`config.mk`:
```
export PLATFORM = sky130hd
export DESIGN_NAME = i3c_fifo_word_port_flat
export DESIGN_NICKNAME = d
export VERILOG_FILES = /design/src/rtl/i3c_params.sv /design/src/rtl/i3c_fifo_word_port_if.sv /design/src/rtl/i3c_fb_word_packer.sv /design/src/rtl/i3c_fifo_word_port.sv /design/src/flat_wrapper.sv
export SDC_FILE = /design/constraint.sdc
export NUM_CORES = 1
export LEC_CHECK = 0
export ABC_AREA = 1
export CAP_MARGIN = 20
export CORE_UTILIZATION = 44
export DETAILED_ROUTE_END_ITERATION = 8
export MAX_ROUTING_LAYER = met4
export PLACE_DENSITY = 0.77
export SETUP_SLACK_MARGIN = 0.05
export SLEW_MARGIN = 20
export SYNTH_ARGS = -nofsm -noshare
export SYNTH_HDL_FRONTEND = slang
export SYNTH_SLANG_ARGS = --single-unit
```
`constraint.sdc`:
```
create_clock -name CLK -period 1.9 [get_ports CLK]
set_input_delay 0.285 -clock CLK [delete_from_list [all_inputs] [get_ports CLK]]
set_output_delay 0.285 -clock CLK [all_outputs]
set_load 0.02 [all_outputs]
```
`src/rtl/i3c_params.sv`:
```
// Shared constants and state encodings for the I3C FIFO word port.
// Ports: none (package only).
// Holds the TX/RX FSM encodings, the lane-count width and a byte-select helper.
package i3c_params;

  typedef enum logic {
    TX_IDLE = 1'b0,
    TX_SEND = 1'b1
  } tx_state_e;

  typedef enum logic {
    RX_COLLECT = 1'b0,
    RX_HOLD    = 1'b1
  } rx_state_e;

  // Lane count runs 0..4, so it needs one bit more than a byte index.
  localparam int                    LANE_CNT_W     = 3;
  localparam logic [LANE_CNT_W-1:0] LANES_PER_WORD = 3'd4;
  localparam logic [LANE_CNT_W-1:0] LAST_LANE      = 3'd3;

  // Wide enough for the largest legal RX_TIMEOUT (255).
  localparam int TCNT_W = 8;

  // Byte k of a 32-bit word, little-endian lane order.
  function automatic logic [7:0] word_byte(input logic [31:0] w, input logic [1:0] k);
    return w[{k, 3'b000} +: 8];
  endfunction

endpackage

```
`src/rtl/i3c_fifo_word_port_if.sv`:
```
// Host-word / byte-FIFO bundle for the I3C FIFO word port.
// Ports: TX word side, to-bus byte push, RX word side, from-bus byte pop, flush requests/pulses.
// slave = the word port itself; master = the host plus the two byte FIFOs.
interface i3c_fifo_word_port_if;
  import i3c_params::*;

  logic                  tx_valid;
  logic [31:0]           tx_data;
  logic [1:0]            tx_nbytes;
  logic                  tx_last;
  logic                  tx_ready;

  logic                  avail_tb_ready;
  logic [7:0]            avail_tb_data;
  logic                  avail_tb_end;
  logic                  avail_tb_full;

  logic                  tx_flush;
  logic                  tb_flush;

  logic                  rx_valid;
  logic [31:0]           rx_data;
  logic [LANE_CNT_W-1:0] rx_nbytes;
  logic                  rx_ready;

  logic                  notify_fb_ready;
  logic [7:0]            notify_fb_data;
  logic                  notify_fb_ack;

  logic                  rx_flush;
  logic                  fb_flush;

  modport slave (
    input  tx_valid, tx_data, tx_nbytes, tx_last, avail_tb_full, tx_flush,
           rx_ready, notify_fb_ready, notify_fb_data, rx_flush,
    output tx_ready, avail_tb_ready, avail_tb_data, avail_tb_end, tb_flush,
           rx_valid, rx_data, rx_nbytes, notify_fb_ack, fb_flush
  );

  modport master (
    output tx_valid, tx_data, tx_nbytes, tx_last, avail_tb_full, tx_flush,
           rx_ready, notify_fb_ready, notify_fb_data, rx_flush,
    input  tx_ready, avail_tb_ready, avail_tb_data, avail_tb_end, tb_flush,
           rx_valid, rx_data, rx_nbytes, notify_fb_ack, fb_flush
  );

endinterface

```
`src/rtl/i3c_fb_word_packer.sv`:
```
// Packs bytes popped from the from-bus FIFO into host RX words of 1..4 bytes.
// Ports: i_clk/i_rst, byte pop (i_fb_ready/i_fb_data/o_fb_ack), word out (o_rx_*/i_rx_ready), flush in/pulse out.
// A partial word is released after RX_TIMEOUT idle cycles; no byte is acked while a word is held.
module i3c_fb_word_packer
  import i3c_params::*;
#(
  parameter int RX_TIMEOUT = 8
) (
  input  logic                  i_clk,
  input  logic                  i_rst,
  input  logic                  i_fb_ready,
  input  logic [7:0]            i_fb_data,
  output logic                  o_fb_ack,
  input  logic                  i_rx_flush,
  output logic                  o_fb_flush,
  output logic                  o_rx_valid,
  output logic [31:0]           o_rx_data,
  output logic [LANE_CNT_W-1:0] o_rx_nbytes,
  input  logic                  i_rx_ready
);

  localparam logic [TCNT_W-1:0] TIMEOUT = TCNT_W'(RX_TIMEOUT);

  rx_state_e             r_state;
  rx_state_e             w_next;
  logic [LANE_CNT_W-1:0] r_cnt;
  logic [TCNT_W-1:0]     r_tcnt;
  logic [31:0]           r_lanes;
  logic                  r_fb_flush;

  logic                  w_ack;
  logic                  w_release;
  logic                  w_idle_tick;
  logic                  w_timeout;
  logic [TCNT_W-1:0]     w_tcnt_inc;

  // Flush and reset both suppress the ack in the same cycle so no byte is lost into a cleared word.
  assign w_ack       = !i_rst && !i_rx_flush && (r_state == RX_COLLECT) &&
                       (r_cnt < LANES_PER_WORD) && i_fb_ready;
  assign w_release   = !i_rst && !i_rx_flush && (r_state == RX_HOLD) && i_rx_ready;
  // The idle timer only runs once at least one lane holds data, so an empty word never escapes.
  assign w_idle_tick = (r_state == RX_COLLECT) && !w_ack && (r_cnt != '0);
  assign w_tcnt_inc  = r_tcnt + TCNT_W'(1);
  assign w_timeout   = w_idle_tick && (w_tcnt_inc >= TIMEOUT);

  always_ff @(posedge i_clk) begin
    if (i_rst) begin
      r_state <= RX_COLLECT;
    end else begin
      r_state <= w_next;
    end
  end

  always_comb begin
    w_next = r_state;
    if (i_rx_flush) begin
      w_next = RX_COLLECT;
    end else begin
      case (r_state)
        RX_COLLECT: if ((w_ack && (r_cnt == LAST_LANE)) || w_timeout) w_next = RX_HOLD;
        RX_HOLD:    if (i_rx_ready) w_next = RX_COLLECT;
        default:    w_next = RX_COLLECT;
      endcase
    end
  end

  always_ff @(posedge i_clk) begin
    if (i_rst) begin
      r_cnt      <= '0;
      r_tcnt     <= '0;
      r_lanes    <= '0;
      r_fb_flush <= 1'b0;
    end else begin
      r_fb_flush <= i_rx_flush;
      if (i_rx_flush || w_release) begin
        r_cnt   <= '0;
        r_tcnt  <= '0;
        r_lanes <= '0;
      end else if (w_ack) begin
        r_lanes[{r_cnt[1:0], 3'b000} +: 8] <= i_fb_data;
        r_cnt  <= r_cnt + LANE_CNT_W'(1);
        r_tcnt <= '0;
      end else if (w_idle_tick) begin
        r_tcnt <= w_tcnt_inc;
      end
    end
  end

  always_comb begin
    o_fb_ack    = w_ack;
    o_fb_flush  = r_fb_flush && !i_rst;
    o_rx_valid  = 1'b0;
    o_rx_data   = '0;
    o_rx_nbytes = '0;
    if (!i_rst && (r_state == RX_HOLD)) begin
      o_rx_valid  = 1'b1;
      o_rx_data   = r_lanes;
      o_rx_nbytes = r_cnt;
    end
  end

endmodule

```
`src/rtl/i3c_fifo_word_port.sv`:
```
// Host word port for an I3C controller: splits TX words into to-bus bytes, packs from-bus bytes into RX words.
// Ports: CLK/RST, bus (i3c_fifo_word_port_if.slave) carrying both word sides and both byte-FIFO sides.
// TX pushes one byte per cycle, holding while avail_tb_full; RX path lives in i3c_fb_word_packer.
module i3c_fifo_word_port
  import i3c_params::*;
#(
  parameter int RX_TIMEOUT = 8
) (
  input logic                 CLK,
  input logic                 RST,
  i3c_fifo_word_port_if.slave bus
);

  tx_state_e   r_tx_state;
  tx_state_e   w_tx_next;
  logic [31:0] r_tx_word;
  logic [1:0]  r_tx_nbytes;
  logic        r_tx_last;
  logic [1:0]  r_idx;
  logic        r_tb_flush;

  logic        w_push;
  logic        w_last_byte;

  // A byte leaves whenever it is offered and the FIFO is not full; the FIFO ack is not needed.
  assign w_push      = (r_tx_state == TX_SEND) && !bus.avail_tb_full;
  assign w_last_byte = (r_idx == r_tx_nbytes);

  always_ff @(posedge CLK) begin
    if (RST) begin
      r_tx_state <= TX_IDLE;
    end else begin
      r_tx_state <= w_tx_next;
    end
  end

  always_comb begin
    w_tx_next = r_tx_state;
    if (bus.tx_flush) begin
      w_tx_next = TX_IDLE;
    end else begin
      case (r_tx_state)
        TX_IDLE: if (bus.tx_valid) w_tx_next = TX_SEND;
        TX_SEND: if (w_push && w_last_byte) w_tx_next = TX_IDLE;
        default: w_tx_next = TX_IDLE;
      endcase
    end
  end

  always_ff @(posedge CLK) begin
    if (RST) begin
      r_tx_word   <= '0;
      r_tx_nbytes <= '0;
      r_tx_last   <= 1'b0;
      r_idx       <= '0;
      r_tb_flush  <= 1'b0;
    end else begin
      r_tb_flush <= bus.tx_flush;
      if (bus.tx_flush) begin
        r_idx <= '0;
      end else if ((r_tx_state == TX_IDLE) && bus.tx_valid) begin
        r_tx_word   <= bus.tx_data;
        r_tx_nbytes <= bus.tx_nbytes;
        r_tx_last   <= bus.tx_last;
        r_idx       <= '0;
      end else if (w_push) begin
        r_idx <= w_last_byte ? 2'd0 : r_idx + 2'd1;
      end
    end
  end

  // Outputs are forced to their idle values while RST is high, not just after the reset edge.
  always_comb begin
    bus.tx_ready       = RST || (r_tx_state == TX_IDLE);
    bus.avail_tb_ready = 1'b0;
    bus.avail_tb_data  = '0;
    bus.avail_tb_end   = 1'b0;
    bus.tb_flush       = r_tb_flush && !RST;
    if (!RST && (r_tx_state == TX_SEND)) begin
      bus.avail_tb_ready = 1'b1;
      bus.avail_tb_data  = word_byte(r_tx_word, r_idx);
      bus.avail_tb_end   = w_last_byte && r_tx_last;
    end
  end

  logic                  w_fb_ack;
  logic                  w_fb_flush;
  logic                  w_rx_valid;
  logic [31:0]           w_rx_data;
  logic [LANE_CNT_W-1:0] w_rx_nbytes;

  i3c_fb_word_packer #(
    .RX_TIMEOUT (RX_TIMEOUT)
  ) u_packer (
    .i_clk       (CLK),
    .i_rst       (RST),
    .i_fb_ready  (bus.notify_fb_ready),
    .i_fb_data   (bus.notify_fb_data),
    .o_fb_ack    (w_fb_ack),
    .i_rx_flush  (bus.rx_flush),
    .o_fb_flush  (w_fb_flush),
    .o_rx_valid  (w_rx_valid),
    .o_rx_data   (w_rx_data),
    .o_rx_nbytes (w_rx_nbytes),
    .i_rx_ready  (bus.rx_ready)
  );

  assign bus.notify_fb_ack = w_fb_ack;
  assign bus.fb_flush      = w_fb_flush;
  assign bus.rx_valid      = w_rx_valid;
  assign bus.rx_data       = w_rx_data;
  assign bus.rx_nbytes     = w_rx_nbytes;

endmodule
```
`src/flat_wrapper.sv`:
```
// flat-port wrapper written by rule: the top's interface ports become plain ports
module i3c_fifo_word_port_flat import i3c_params::*;
#(
  parameter int RX_TIMEOUT = 8
)
  (CLK, RST, bus_tx_valid, bus_tx_data, bus_tx_nbytes, bus_tx_last, bus_avail_tb_full, bus_tx_flush, bus_rx_ready, bus_notify_fb_ready, bus_notify_fb_data, bus_rx_flush, bus_tx_ready, bus_avail_tb_ready, bus_avail_tb_data, bus_avail_tb_end, bus_tb_flush, bus_rx_valid, bus_rx_data, bus_rx_nbytes, bus_notify_fb_ack, bus_fb_flush);
  i3c_fifo_word_port_if bus_i ();
  input logic CLK;
  input logic RST;
  input wire logic [$bits(bus_i.tx_valid)-1:0] bus_tx_valid;
  input wire logic [$bits(bus_i.tx_data)-1:0] bus_tx_data;
  input wire logic [$bits(bus_i.tx_nbytes)-1:0] bus_tx_nbytes;
  input wire logic [$bits(bus_i.tx_last)-1:0] bus_tx_last;
  input wire logic [$bits(bus_i.avail_tb_full)-1:0] bus_avail_tb_full;
  input wire logic [$bits(bus_i.tx_flush)-1:0] bus_tx_flush;
  input wire logic [$bits(bus_i.rx_ready)-1:0] bus_rx_ready;
  input wire logic [$bits(bus_i.notify_fb_ready)-1:0] bus_notify_fb_ready;
  input wire logic [$bits(bus_i.notify_fb_data)-1:0] bus_notify_fb_data;
  input wire logic [$bits(bus_i.rx_flush)-1:0] bus_rx_flush;
  output wire logic [$bits(bus_i.tx_ready)-1:0] bus_tx_ready;
  output wire logic [$bits(bus_i.avail_tb_ready)-1:0] bus_avail_tb_ready;
  output wire logic [$bits(bus_i.avail_tb_data)-1:0] bus_avail_tb_data;
  output wire logic [$bits(bus_i.avail_tb_end)-1:0] bus_avail_tb_end;
  output wire logic [$bits(bus_i.tb_flush)-1:0] bus_tb_flush;
  output wire logic [$bits(bus_i.rx_valid)-1:0] bus_rx_valid;
  output wire logic [$bits(bus_i.rx_data)-1:0] bus_rx_data;
  output wire logic [$bits(bus_i.rx_nbytes)-1:0] bus_rx_nbytes;
  output wire logic [$bits(bus_i.notify_fb_ack)-1:0] bus_notify_fb_ack;
  output wire logic [$bits(bus_i.fb_flush)-1:0] bus_fb_flush;
  assign bus_i.tx_valid = bus_tx_valid;
  assign bus_i.tx_data = bus_tx_data;
  assign bus_i.tx_nbytes = bus_tx_nbytes;
  assign bus_i.tx_last = bus_tx_last;
  assign bus_i.avail_tb_full = bus_avail_tb_full;
  assign bus_i.tx_flush = bus_tx_flush;
  assign bus_i.rx_ready = bus_rx_ready;
  assign bus_i.notify_fb_ready = bus_notify_fb_ready;
  assign bus_i.notify_fb_data = bus_notify_fb_data;
  assign bus_i.rx_flush = bus_rx_flush;
  assign bus_tx_ready = bus_i.tx_ready;
  assign bus_avail_tb_ready = bus_i.avail_tb_ready;
  assign bus_avail_tb_data = bus_i.avail_tb_data;
  assign bus_avail_tb_end = bus_i.avail_tb_end;
  assign bus_tb_flush = bus_i.tb_flush;
  assign bus_rx_valid = bus_i.rx_valid;
  assign bus_rx_data = bus_i.rx_data;
  assign bus_rx_nbytes = bus_i.rx_nbytes;
  assign bus_notify_fb_ack = bus_i.notify_fb_ack;
  assign bus_fb_flush = bus_i.fb_flush;
  i3c_fifo_word_port #(.RX_TIMEOUT(RX_TIMEOUT)) u_core (.CLK(CLK), .RST(RST), .bus(bus_i));
endmodule
```
==> impl_metrics.tcl, run 1 <==
set metrics [dict create \
    r2r_slack_ps 250 \
    status "completed" \
    vdd.ir_drop.worst_v 0.000378 \
    routed_via_density 5.10 \
    wire_per_inst_um 13.7 \
    crit_family "buffers and inverters" \
    critPathKind "flip-flop to primary output" \
    dp_slack_ps -419 \
    die-area_um2 9510 \
    finalSetupViolCount 0 \
    antenna_cells 0 \
    slowest_delay_ps 380 \
    power_density_nw_per_um2 667 \
    worstPathRequired_ps 1620 \
    cpMaxStageDelayCell "dfxtp_4" \
    synth.top_cell.area_share_pct 41.9 \
    initialDrtViolationCount 198 \
    period_share_pct 98.3 \
    global_route.usage.total_pct 23.2 \
    start_util_pct 45.8 \
    syn_nets 618 \
    cts_tree "yes" \
    relSlewSlack_pct 74.1 \
    setup_slack_ps 32.5 \
    arrival_ps 1580 \
    fmax_ghz 0.535 \
    tightest_slew_ps 388 \
    ys_types 31 \
    area.growth.synth_to_final_pct 32.6 \
    cts_buffer_depth 2 \
    r2r_cells 7 \
    synth_top_cells_by_count "90 x nor2_1, 84 x a21oi_1, 84 x dfxtp_1" \
    syn_inst 559 \
    die_width_um 97.5 \
    die_h_um 97.5 \
    grt_pass1_wl_um 17700 \
    globalplace.congestion 0.953 \
    maxCapViolCount 0 \
    syn_area_per_cell_um2 7.18 \
    leakage_nw 2.04 \
    path_buf_inv 3 \
    ioPinCount 101 \
    yosys-top-cells-area "dfxtp_1 42%, a21oi_1 10%, nor2_1 8.4%, inv_1 7.1%, nand2_1 6.2%" \
    async_flop_share_pct 0 \
    synth_seq_cells 84 \
    hold_depth 2 \
    fp-row-count 34 \
    crit_start "u_core.r_idx[0]$_SDFFE_PP0P_" \
    startpoint_type "flip-flop" \
    place_hpwl_um 7660 \
    grt_pass1_vias 3877 \
    cp.depth 6 \
    port_buffers 100 \
    final_nets 732 \
    drive_gt1_share_pct 18.3 \
    drc 0 \
    grt_max_degree 52 \
    rsz0062_at_grt "true" \
    yosys.area.top_type "dfxtp_1" \
    fin_skew_ps 7.58 \
    yosys.cell_count.top_type "nor2_1" \
    finalSetupTns_ps 0 \
    finalPower_w 0.00355 \
    worstReg2RegEnd "u_core.u_packer.r_tcnt[0]$_SDFFE_PP0P_" \
    hp-start "u_core.r_tx_word[26]$_SDFFE_PP0P_" \
    cts_root_buf "clkbuf_8" \
    period_minus_slack_ps 1870 \
    hold_buffers 0 \
    netlist_area_um2 4010 \
    whs_endpoint "u_core.r_tx_word[26]$_SDFFE_PP0P_" \
    synth-seq-area-share_pct 41.9 \
    worst-path-max-fanout 4 \
    hold_viol_final 0 \
    yosysWarnings 0 \
    clkTransAtPathRegs_ps 80 \
    worstSkewPairLatency_ps 350 \
    hold_path.class "flip-flop to flip-flop" \
    r2r-start "u_core.u_packer.r_cnt[0]$_SDFFE_PP0P_" \
    antenna_found_initial 0 \
    endpoint_kind "primary output" \
    synth_ff_type "dfxtp_1" \
    fill_cells 810 \
    cts_sinks 84 \
    overflow 0 \
    cp_cell_sequence "clkinvlp_4 -> buf_4 -> a21oi_1 -> o21ai_0 -> a21oi_1 -> buf_4" \
    drt-total-wl_um 10700 \
    core_area_um2 8760 \
    drv_slew 0 \
    htreeDepth 3 \
    antenna_left 0 \
    vias 4006 \
    numCtsBuffers 9 \
    dr.pass1.iters 4 \
    synth_edf_count 0 \
]
## worst max-delay path by stage
stage | slack [ps] | to
after detailed placement | -420 | bus_avail_tb_data[7]
after CTS | 50 | bus_avail_tb_data[7]
final | 30 | bus_avail_tb_data[2]
after global routing | -70 | bus_avail_tb_data[2]
after global placement | -440 | bus_avail_tb_data[7]
after floorplan | -5 | bus_avail_tb_data[0]
## state kept, by name, indices dropped and copies added, names as in the netlist
register	count
u_core.u_packer.r_state	1
u_core.r_idx	2
u_core.u_packer.r_fb_flush	1
u_core.r_tx_state	1
u_core.u_packer.r_tcnt	8
u_core.r_tx_nbytes	2
u_core.u_packer.r_lanes	32
u_core.u_packer.r_cnt	3
u_core.r_tx_word	32
u_core.r_tb_flush	1
u_core.r_tx_last	1
## cell type report
cell class                 instances  area [µm²]  share of cell area (%)
tap                              108         135                    2.54
clock buffer                      10         128                    2.40
timing repair buffer             132        1070                    20.0
sequential                        84        1690                    31.7
inverter                          83         320                    6.02
multi-input combinational        363        1910                    35.9
clock inverter                     5        77.6                    1.46
## per-layer routing
metal,global-route usage (%),part of all wire [%],wire (µm),up-vias
li1,-,-,-,2047
met1,28.4,46,4890,1811
met2,38.2,47,5070,127
met3,4.17,5.3,571,21
met4,8.82,2.0,213,0
met5,-,0,0,-
## logic make-up (layout without fill, tap and decap cells)
| family | after synthesis | in the layout | synth area share (%) |
|---|---|---|---|
| fa+ha+maj | 8 | 8 | 2.49 |
| simple gates | 202 | 202 | 21.7 |
| buf+inv | 112 | 230 | 11.3 |
| compound gates | 151 | 151 | 22.2 |
| xor+xnor | 2 | 2 | 0.436 |
| flops | 84 | 84 | 41.9 |
## worst reg2reg max path: cells and delay by family (launching register included)
family                     cells  cell delay, ps
AOI/OAI and AO/OA              2             290
and+or+nand+nor                2             370
adders and majority gates      1             250
buffers and inverters          2             280
DFF                            1             400
## placed cells by master (no fill, tap or decap), types with 4 or more instances in the layout
master / synthesis / layout
dfxtp_1: 84 / 83
a21oi_1: 84 / 79
nand3_1: 33 / 33
clkbuf_2: 0 / 25
a21oi_2: 0 / 5
clkbuf_8: 0 / 9
buf_2: 6 / 11
inv_1: 76 / 74
buf_4: 0 / 36
ha_1: 8 / 8
clkinv_2: 0 / 4
a211oi_1: 26 / 26
nand2_1: 66 / 66
nor2_1: 90 / 88
o21ai_0: 29 / 21
a211oi_2: 8 / 8
dlygate4sd2_1: 0 / 5
o21ai_1: 0 / 6
clkdlybuf4s50_1: 0 / 51
## what timing repair did
action	in CTS	in global routing
endpoints found under the setup margin	50	49
setup buffers	4	0
pin swaps	0	8
resized for setup	126	64
## where the power goes
group	switching (W)	internal, W	leakage [nW]
combinational	0.000193	0.000180	1.25
sequential	0.0000211	0.00181	0.683
clock	0.000618	0.000729	0.102
## through the flow
step                      area [µm²]  cells  utilization, %  hold slack (ps)
after floorplan                 4020    559               -              392
after global placement          5250    766            59.9              445
after detailed placement        5250    766            59.9              450
after CTS                       5450    785            62.2              462
after global routing            5320    785            60.8              478
final                           5320    785            60.8              463
Note: power is estimated with default switching activity, not from simulation.
==> run 2: changes to the inputs <==
GPL_TIMING_DRIVEN = 0   (was not set)
==> impl_metrics.tcl, run 2 (synthesis results as in run 1) <==
set metrics [dict create \
    status "completed" \
    fin_skew_ps 8.82 \
    fp-row-count 34 \
    power_frac_seq_pct 51.7 \
    initialDrtViolationCount 196 \
    slowest_delay_ps 380 \
    grt_pass1_vias 3944 \
    clkTransAtPathRegs_ps 90 \
    cts_buffer_depth 2 \
    maxCapViolCount 0 \
    worst-path-max-fanout 7 \
    wire_per_inst_um 13.6 \
    start_util_pct 45.8 \
    grt_pass1_wl_um 17900 \
    period_share_pct 97.9 \
    leakage_nw 2.05 \
    port_buffers 99 \
    path_buf_inv 4 \
    fill_cells 762 \
    p_int_w 0.00264 \
    tightest_slew_ps 469 \
    clkPwrFrac_pct 37.7 \
    core_area_um2 8760 \
    antenna_cells 0 \
    crit_family "buffers and inverters" \
    global_route.usage.total_pct 23.5 \
    drt-total-wl_um 10800 \
    drc 0 \
    critPathKind "flip-flop to primary output" \
    setup_slack_ps 39.4 \
    cts_sinks 84 \
    vias 4068 \
    finalSetupViolCount 0 \
    ioPinCount 101 \
    die_h_um 97.5 \
    vdd.ir_drop.worst_v 0.000392 \
    die_width_um 97.5 \
    startpoint_type "flip-flop" \
    cp_common_cell "buf_4" \
    swShare_pct 25.4 \
    rsz0062_at_grt "true" \
    routed_via_density 5.15 \
    grt_max_degree 16 \
    p_sw_w 0.000896 \
    dp_slack_ps -372 \
    drive_gt1_share_pct 18.8 \
    final_cell_mix "88 x nor2_1, 80 x dfxtp_1, 77 x a21oi_1" \
    largestRegisters "u_core.r_tx_word x32, u_core.u_packer.r_lanes x32, u_core.u_packer.r_tcnt x8" \
    arrival_ps 1580 \
    worstPathRequired_ps 1620 \
    r2r_slack_ps 170 \
    p_comb_share_pct 10.6 \
    power_density_nw_per_um2 657 \
    period_minus_slack_ps 1860 \
    dr.pass1.iters 5 \
    placed_area_um2 5140 \
    cpMaxStageDelayCell "dfxtp_1" \
    htreeDepth 3 \
    antenna_left 0 \
    relSlewSlack_pct 68.8 \
    die-area_um2 9510 \
    fmax_ghz 0.537 \
    cp_cell_sequence "inv_1 -> nor2_2 -> clkinv_2 -> buf_4 -> a21oi_1 -> buf_4" \
    drv_slew 0 \
    cts_root_buf "clkbuf_8" \
    final_common_cell "nor2_1" \
    antenna_found_initial 0 \
    worstSkewPairLatency_ps 360 \
    hold_path.class "input pin to flip-flop" \
    globalplace.congestion 0.974 \
    numCtsBuffers 9 \
    finalPower_w 0.00353 \
    place_hpwl_um 7870 \
    endpoint_kind "primary output" \
    finish.instance_area_um2 5380 \
    final_nets 736 \
    cts_tree "yes" \
    area.growth.synth_to_final_pct 34.0 \
    overflow 0 \
    finalSetupTns_ps 0 \
    hold_viol_final 0 \
]
## run 2: changes by cell type in the layout (fill, tap and decap cells not counted), moves of 3 or more
cell / delta
buf_4: -21
buf_6: +4
clkbuf_2: -24
buf_2: +26
inv_2: +3
dfxtp_1: -3
dlygate4sd2_1: -3
o21ai_0: +3
clkinv_4: +3
clkbuf_4: +3
clkbuf_1: +12
## run 2: metal layers
layer / share of wire, % / GRT usage, % / vias up
met4: 1.8 / 8.82 / 0
met2: 48 / 38.1 / 149
met1: 44 / 29.0 / 1843
met3: 6.4 / 4.32 / 18
met5: 0 / - / -
li1: - / - / 2058
## run 2: stage by stage
stage	hold slack, ps	utilization [%]	instances
final	333	61.4	790
after global routing	351	61.4	790
after CTS	339	60.0	785
after detailed placement	452	58.7	766
after global placement	448	58.7	766
after floorplan	392	-	559
## run 2: worst paths after layout
path / from / end / cells after the start
worst max-delay path: u_core.r_tx_state$_SDFF_PP0_ / bus_avail_tb_data[3] / 6
worst min-delay path: RST / u_core.r_tx_state$_SDFF_PP0_ / 4
worst min register to register: u_core.u_packer.r_lanes[23]$_SDFFE_PP0P_ / u_core.u_packer.r_lanes[23]$_SDFFE_PP0P_ / 2
worst max register to register: u_core.u_packer.r_cnt[0]$_SDFFE_PP0P_ / u_core.u_packer.r_lanes[5]$_SDFFE_PP0P_ / 9
## run 2: final cells by class
cell class	instances	area, µm²	area share [%]
clock buffers	10	138	2.56
repair buffers	107	875	16.3
clock inverters	6	71.3	1.33
plain buffers	29	201	3.75
inverters	83	333	6.19
multi-input cells	363	1930	35.9
well taps	108	135	2.51
flip-flops and latches	84	1690	31.5
## run 2: worst register-to-register path, stage by stage (launching register included)
cell and delay [ps]:
dfxtp_4 380, inv_2 70, buf_6 140, ha_1 300, buf_6 150, clkinv_4 80
nand3_2 90, inv_2 150, a21oi_1 100, a211oi_1 200
## run 2: what timing repair did
action | 4_1_cts | 5_1_grt
hold buffers | 0 | 0
pin swaps | 3 | 4
buffers inserted | 3 | 4
endpoints found under the setup margin | 81 | 85
gates resized for setup | 216 | 30
gates cloned | 0 | 1
## run 2: power groups by stage
stage               Sequential (W)  Clock [W]  Combinational, W
finish                     0.00183    0.00133          0.000374
global route               0.00183    0.00142          0.000409
CTS                        0.00183    0.00134          0.000361
detailed placement         0.00187          0          0.000353
global placement           0.00187          0          0.000347
floorplan                  0.00186          0          0.000184
